[src/rtl/uart_rx_ext.sv]
// Parametrised oversampled UART receiver with parity/framing/break/overrun detection
// and a valid/ready output holding register. Define UART_RX_MAJORITY_EN for 3-sample voting.
module uart_rx_ext #(
   parameter int DBIT       = 8,
   parameter int OVERSAMPLE = 16,
   parameter int SB_TICK    = 16,
   parameter int PARITY     = 0
) (
   input  logic            clk,
   input  logic            reset,
   input  logic            rx,
   input  logic            s_tick,
   output logic [DBIT-1:0] dout,
   output logic            dout_valid,
   input  logic            dout_ready,
   output logic            parity_err,
   output logic            frame_err,
   output logic            break_det,
   output logic            overrun_err,
   output logic            rx_done_tick
);

   localparam int TMAX = (OVERSAMPLE > SB_TICK) ? OVERSAMPLE : SB_TICK;
   localparam int TW   = $clog2(TMAX);
   localparam int BW   = ($clog2(DBIT) < 1) ? 1 : $clog2(DBIT);

   localparam logic [TW-1:0] START_LAST = TW'(OVERSAMPLE / 2 - 1);
   localparam logic [TW-1:0] BIT_LAST   = TW'(OVERSAMPLE - 1);
   localparam logic [TW-1:0] STOP_LAST  = TW'(SB_TICK - 1);
   localparam logic [BW-1:0] DBIT_LAST  = BW'(DBIT - 1);

   typedef enum logic [2:0] {
      ST_IDLE,
      ST_START,
      ST_DATA,
      ST_PAR,
      ST_STOP
   } state_t;

   state_t          state;
   logic [TW-1:0]   tick_cnt;
   logic [BW-1:0]   bit_cnt;
   logic [DBIT-1:0] shreg;
   logic            par_bit;
   logic            par_bad;
   logic            samp;

`ifdef UART_RX_MAJORITY_EN
   // Two previous s_tick samples; with the current rx they form the vote window.
   logic [1:0] hist;

   always_ff @(posedge clk) begin
      if (reset) begin
         hist <= 2'b11;
      end else if (s_tick) begin
         hist <= {hist[0], rx};
      end
   end

   assign samp = (hist[1] & hist[0]) | (hist[1] & rx) | (hist[0] & rx);
`else
   assign samp = rx;
`endif

   // Holding register handshake: a word transfers on any clk where dout_valid and
   // dout_ready are both high. A completing frame may refill the register in that
   // same clk; if the register is full and not being drained, the frame is dropped
   // and overrun_err pulses. dout and flags only change when a word is loaded.
   always_ff @(posedge clk) begin
      if (reset) begin
         state        <= ST_IDLE;
         tick_cnt     <= '0;
         bit_cnt      <= '0;
         shreg        <= '0;
         par_bit      <= 1'b0;
         par_bad      <= 1'b0;
         dout         <= '0;
         dout_valid   <= 1'b0;
         parity_err   <= 1'b0;
         frame_err    <= 1'b0;
         break_det    <= 1'b0;
         overrun_err  <= 1'b0;
         rx_done_tick <= 1'b0;
      end else begin
         rx_done_tick <= 1'b0;
         overrun_err  <= 1'b0;
         if (dout_valid && dout_ready) begin
            dout_valid <= 1'b0;
         end

         case (state)
            ST_IDLE: begin
               if (!rx) begin
                  state    <= ST_START;
                  tick_cnt <= '0;
               end
            end

            ST_START: begin
               if (s_tick) begin
                  if (tick_cnt == START_LAST) begin
                     if (samp) begin
                        state <= ST_IDLE;
                     end else begin
                        state    <= ST_DATA;
                        tick_cnt <= '0;
                        bit_cnt  <= '0;
                     end
                  end else begin
                     tick_cnt <= tick_cnt + 1'b1;
                  end
               end
            end

            ST_DATA: begin
               if (s_tick) begin
                  if (tick_cnt == BIT_LAST) begin
                     tick_cnt <= '0;
                     shreg    <= {samp, shreg[DBIT-1:1]};
                     if (bit_cnt == DBIT_LAST) begin
                        state <= (PARITY != 0) ? ST_PAR : ST_STOP;
                     end else begin
                        bit_cnt <= bit_cnt + 1'b1;
                     end
                  end else begin
                     tick_cnt <= tick_cnt + 1'b1;
                  end
               end
            end

            ST_PAR: begin
               if (s_tick) begin
                  if (tick_cnt == BIT_LAST) begin
                     par_bit  <= samp;
                     par_bad  <= (^shreg) ^ samp ^ (PARITY == 2);
                     state    <= ST_STOP;
                     tick_cnt <= '0;
                  end else begin
                     tick_cnt <= tick_cnt + 1'b1;
                  end
               end
            end

            ST_STOP: begin
               if (s_tick) begin
                  if (tick_cnt == STOP_LAST) begin
                     state        <= ST_IDLE;
                     tick_cnt     <= '0;
                     rx_done_tick <= 1'b1;
                     if (!dout_valid || dout_ready) begin
                        dout       <= shreg;
                        dout_valid <= 1'b1;
                        frame_err  <= ~samp;
                        parity_err <= (PARITY != 0) && par_bad;
                        break_det  <= ~samp && (shreg == '0) && ((PARITY == 0) || !par_bit);
                     end else begin
                        overrun_err <= 1'b1;
                     end
                  end else begin
                     tick_cnt <= tick_cnt + 1'b1;
                  end
               end
            end

            default: begin
               state    <= ST_IDLE;
               tick_cnt <= '0;
            end
         endcase
      end
   end

endmodule

[config.mk]
export PLATFORM = sky130hd
export DESIGN_NAME = uart_rx_ext
export DESIGN_NICKNAME = d
export VERILOG_FILES = /design/src/rtl/uart_rx_ext.sv
export SDC_FILE = /design/constraint.sdc
export NUM_CORES = 1
export LEC_CHECK = 0
export ABC_AREA = 1
export ABC_CLOCK_PERIOD_IN_PS = 1300
export BUFFER_PORTS_ARGS = -buffer_cell sky130_fd_sc_hd__clkbuf_2
export CORE_MARGIN = 4
export CORE_UTILIZATION = 40
export DETAILED_ROUTE_END_ITERATION = 16
export PLACE_DENSITY = 0.63
export SLEW_MARGIN = 20
export SYNTH_ARGS = -nofsm -noshare
export SYNTH_HDL_FRONTEND = slang
export SYNTH_SLANG_ARGS = --single-unit
export TNS_END_PERCENT = 20
[constraint.sdc]
create_clock -name clk -period 1.3 [get_ports clk]
set_input_delay 0.065 -clock clk [delete_from_list [all_inputs] [get_ports clk]]
set_output_delay 0.065 -clock clk [all_outputs]
set_load 0.05 [all_outputs]
==> flow_metrics.tcl <==
set metrics [dict create \
    reg2reg_from "tick_cnt[0]" \
    switching_share 0.326 \
    avgViaCountPerCell 4.70 \
    synth_compound_area_frac 0.158 \
    synth_xor_area_frac 0.00609 \
    ant_nets 0 \
    dp_cells 268 \
    slowest_delay_ns 0.36 \
    crit_path_max_fanout 5 \
    stdcell_count 280 \
    netlist_area_mm2 0.00144 \
    slew_headroom 0.666 \
    crit_path_end_kind "flip-flop" \
    worst_slew_pin_slew_ns 0.500 \
    crit_type "reg -> reg" \
    dr.pass1.iters 4 \
    peakVddDrop_mv 0.978 \
    wl_met2_um 1520 \
    power_uw 2570 \
    drv_cap 0 \
    rsz0062_at_grt "true" \
    p_leak_uw 0.000823 \
    crit_required_ns 1.56 \
    cp.arrival_ns 1.60 \
    setup_viol 14 \
    syn_avg_cell_area_um2 7.30 \
    crit_start "tick_cnt[0]" \
    highest_layer "met4" \
    coreArea_mm2 0.00342 \
    die_y_um 68.0 \
    fmax_mhz 745 \
    nets 241 \
    wl_per_cell_um 11.0 \
    synthToLayoutAreaGrowth_pct 30.7 \
    routed_wl_um 3090 \
    failed_checks "setup timing" \
    final_util 0.551 \
    cts_root_buffer "clkbuf_4" \
    cts_inserted_buffers 5 \
    netlist_instances 197 \
    grt_max_degree 21 \
    powerDensity_mw_per_mm2 1360 \
    r2r-end "dout[2]" \
    antenna_found_initial 0 \
    first_iter_violations 47 \
    cts-hold-fix-buffers 0 \
    synthMuxAreaShare 0 \
    p_comb_frac 0.289 \
    clkPwrFrac 0.305 \
    yosysWarnings 0 \
    cp-endpoint "dout[2]" \
    hold_violations 0 \
    cts_htree_levels 2 \
    insertion_delay_ns 0.32 \
    synth_seq_cells 31 \
    clock_sinks 31 \
    dp.final_hpwl_um 2170 \
    track_usage 0.160 \
    timing.hold.ws_ns 0.0970 \
    drive_above_1_share 0.338 \
    ys_seq_area_frac 0.431 \
    reg2reg_depth 9 \
    crit_chain "ha_4 > nand2_4 > inv_4 > nand3_4 > clkinv_4 > nand2_8 > nor2_4 > o21ai_1 > a21oi_1" \
    min_path_type "in -> reg" \
    routed-wl-met3_um 107 \
    vias 1317 \
    drt-met1-wl_um 1390 \
    ios 19 \
    n_antenna_cell 0 \
    die_x_um 68.0 \
    die-area_mm2 0.00462 \
    synth_cell_types 27 \
    cts_tree "built" \
    synth_top_family_by_area "simple AND/OR/NAND/NOR gates" \
    synthAdderAreaFrac 0.0261 \
    period_needed_ns 1.34 \
    drc_errors 0 \
    power_switching_uw 835 \
    start_kind "flip-flop" \
    synth_simple_gate_area_frac 0.272 \
    gp_congestion 0.817 \
    port_buffers 17 \
    clockBufferDepth 2 \
    setup_ws_ns -0.0416 \
    worstHoldPathCells 3 \
    p_seq_frac 0.406 \
    intPower_uw 1730 \
    grt_pass1_vias 1332 \
    synth_nets 205 \
    rows 21 \
    grt_pass1_wl_um 5550 \
    start_util 0.421 \
    status "finished with violations" \
    slew_viol_final 0 \
    nFillCells 337 \
    skew_ns 0.00587 \
    fin_crit_sh 1.03 \
    cpMaxStageDelayCell "dfxtp_2" \
    path_clk_slew_ns 0.10 \
    ff2ff_setup_slack_ns -0.04 \
    grt-ovfl-total 0 \
]
[cells in the final DEF, fill, tap and decap left out, drive strengths merged]
cell type / count
clkinv: 2
nand2: 45
nand4: 4
buf: 16
dfxtp: 31
o21ai: 17
inv: 28
conb: 1
clkbuf: 23
a21oi: 27
nor2: 18
nor3: 3
nand3: 13
xor2: 1
nand3b: 1
ha: 3
bufinv: 1
[layer usage]
metal	global-route usage	up-vias
met2	0.277	21
li1	-	709
met5	0	-
met1	0.178	581
met4	0.0769	0
met3	0.0476	6
[synthesized netlist by cell type]
cell | instances | share of area
nand2_4 | 1 | 0.0078
nand2_2 | 4 | 0.017
buf_8 | 1 | 0.010
clkinv_2 | 1 | 0.0035
buf_2 | 1 | 0.0035
ha_1 | 3 | 0.026
clkbuf_1 | 3 | 0.0078
inv_2 | 3 | 0.0078
nor2_8 | 1 | 0.014
conb_1 | 1 | 0.0026
xor2_1 | 1 | 0.0061
nand2_1 | 40 | 0.10
a21oi_1 | 25 | 0.087
nand3b_1 | 1 | 0.0052
nor3_1 | 2 | 0.0070
a21oi_2 | 2 | 0.012
o21ai_1 | 1 | 0.0035
nand3_2 | 1 | 0.0070
nand3_1 | 12 | 0.042
inv_1 | 25 | 0.065
buf_4 | 1 | 0.0052
nand4_2 | 1 | 0.0087
nor3_2 | 1 | 0.0070
nand4_1 | 3 | 0.013
o21ai_0 | 16 | 0.056
nor2_1 | 15 | 0.039
dfxtp_1 | 31 | 0.43
[through the flow]
step | setup TNS, ns | worst slack [ns] | area, um2
floorplan | -0.0853 | -0.0321 | 1460
global placement | -1.31 | -0.0831 | 1670
detailed placement | -1.81 | -0.119 | 1670
CTS | -0.325 | -0.0530 | 1840
global route | -2.96 | -0.148 | 1880
finish | -0.206 | -0.0416 | 1880
[worst max-delay path: cells and delay by family (launching register included)]
kind	cells	cell delay, ns
flip-flops	1	0.36
buffers and inverters	2	0.15
AO/OA/AOI/OAI	2	0.22
AND/OR/NAND/NOR	4	0.38
adder cells (fa/ha/maj)	1	0.15
[power by group through the flow]
stage                     sequential (uW)  clock [uW]  combinational [uW]
final                                1040         782                 742
after detailed placement             1060           0                 655
after CTS                            1040         808                 732
after global routing                 1050         825                 846
after floorplan                      1060           0                 452
after global placement               1060           0                 655
[worst min path at each step]
stage / from / to / slack (ns)
4_1_cts: reset / frame_err / 0.07
2_1_floorplan: reset / overrun_err / 0.14
3_3_place_gp: reset / frame_err / 0.42
5_1_grt: reset / bit_cnt[2] / 0.10
3_5_place_dp: reset / break_det / 0.43
6_report: reset / bit_cnt[2] / 0.1
[area by class of cell]
cell class,instances,area [um2],share of cell area
Multi-Input combinational cell,133,790,0.420
Clock buffer,6,51.3,0.0273
Inverter,29,116,0.0619
Clock inverter,2,35.0,0.0186
Timing Repair Buffer,33,205,0.109
Sequential cell,31,626,0.333
Tap cell,46,57.6,0.0306
[state kept, by name, summed over array words and instances (netlist names)]
| register | cells |
|---|---|
| frame_err | 1 |
| bit_cnt | 3 |
| break_det | 1 |
| dout | 8 |
| dout_valid | 1 |
| shreg | 8 |
| state | 3 |
| rx_done_tick | 1 |
| overrun_err | 1 |
| tick_cnt | 4 |
[repair_timing]
item | CTS | global route
setup endpoints to repair | 25 | 30
buffers inserted | 1 | 1
cloned | 2 | 0
resized for setup | 18 | 9
pin swaps | 9 | 6
[kinds of logic (layout without fill, tap and decap cells)]
group | count (synthesis) | in the layout
buffers and inverters | 35 | 70
other | 1 | 1
AND/OR/NAND/NOR | 82 | 84
flip-flops | 31 | 31
AO/OA/AOI/OAI | 44 | 44
adder cells (fa/ha/maj) | 3 | 3
XOR/XNOR | 1 | 1
(Power assumes the default switching activity.)
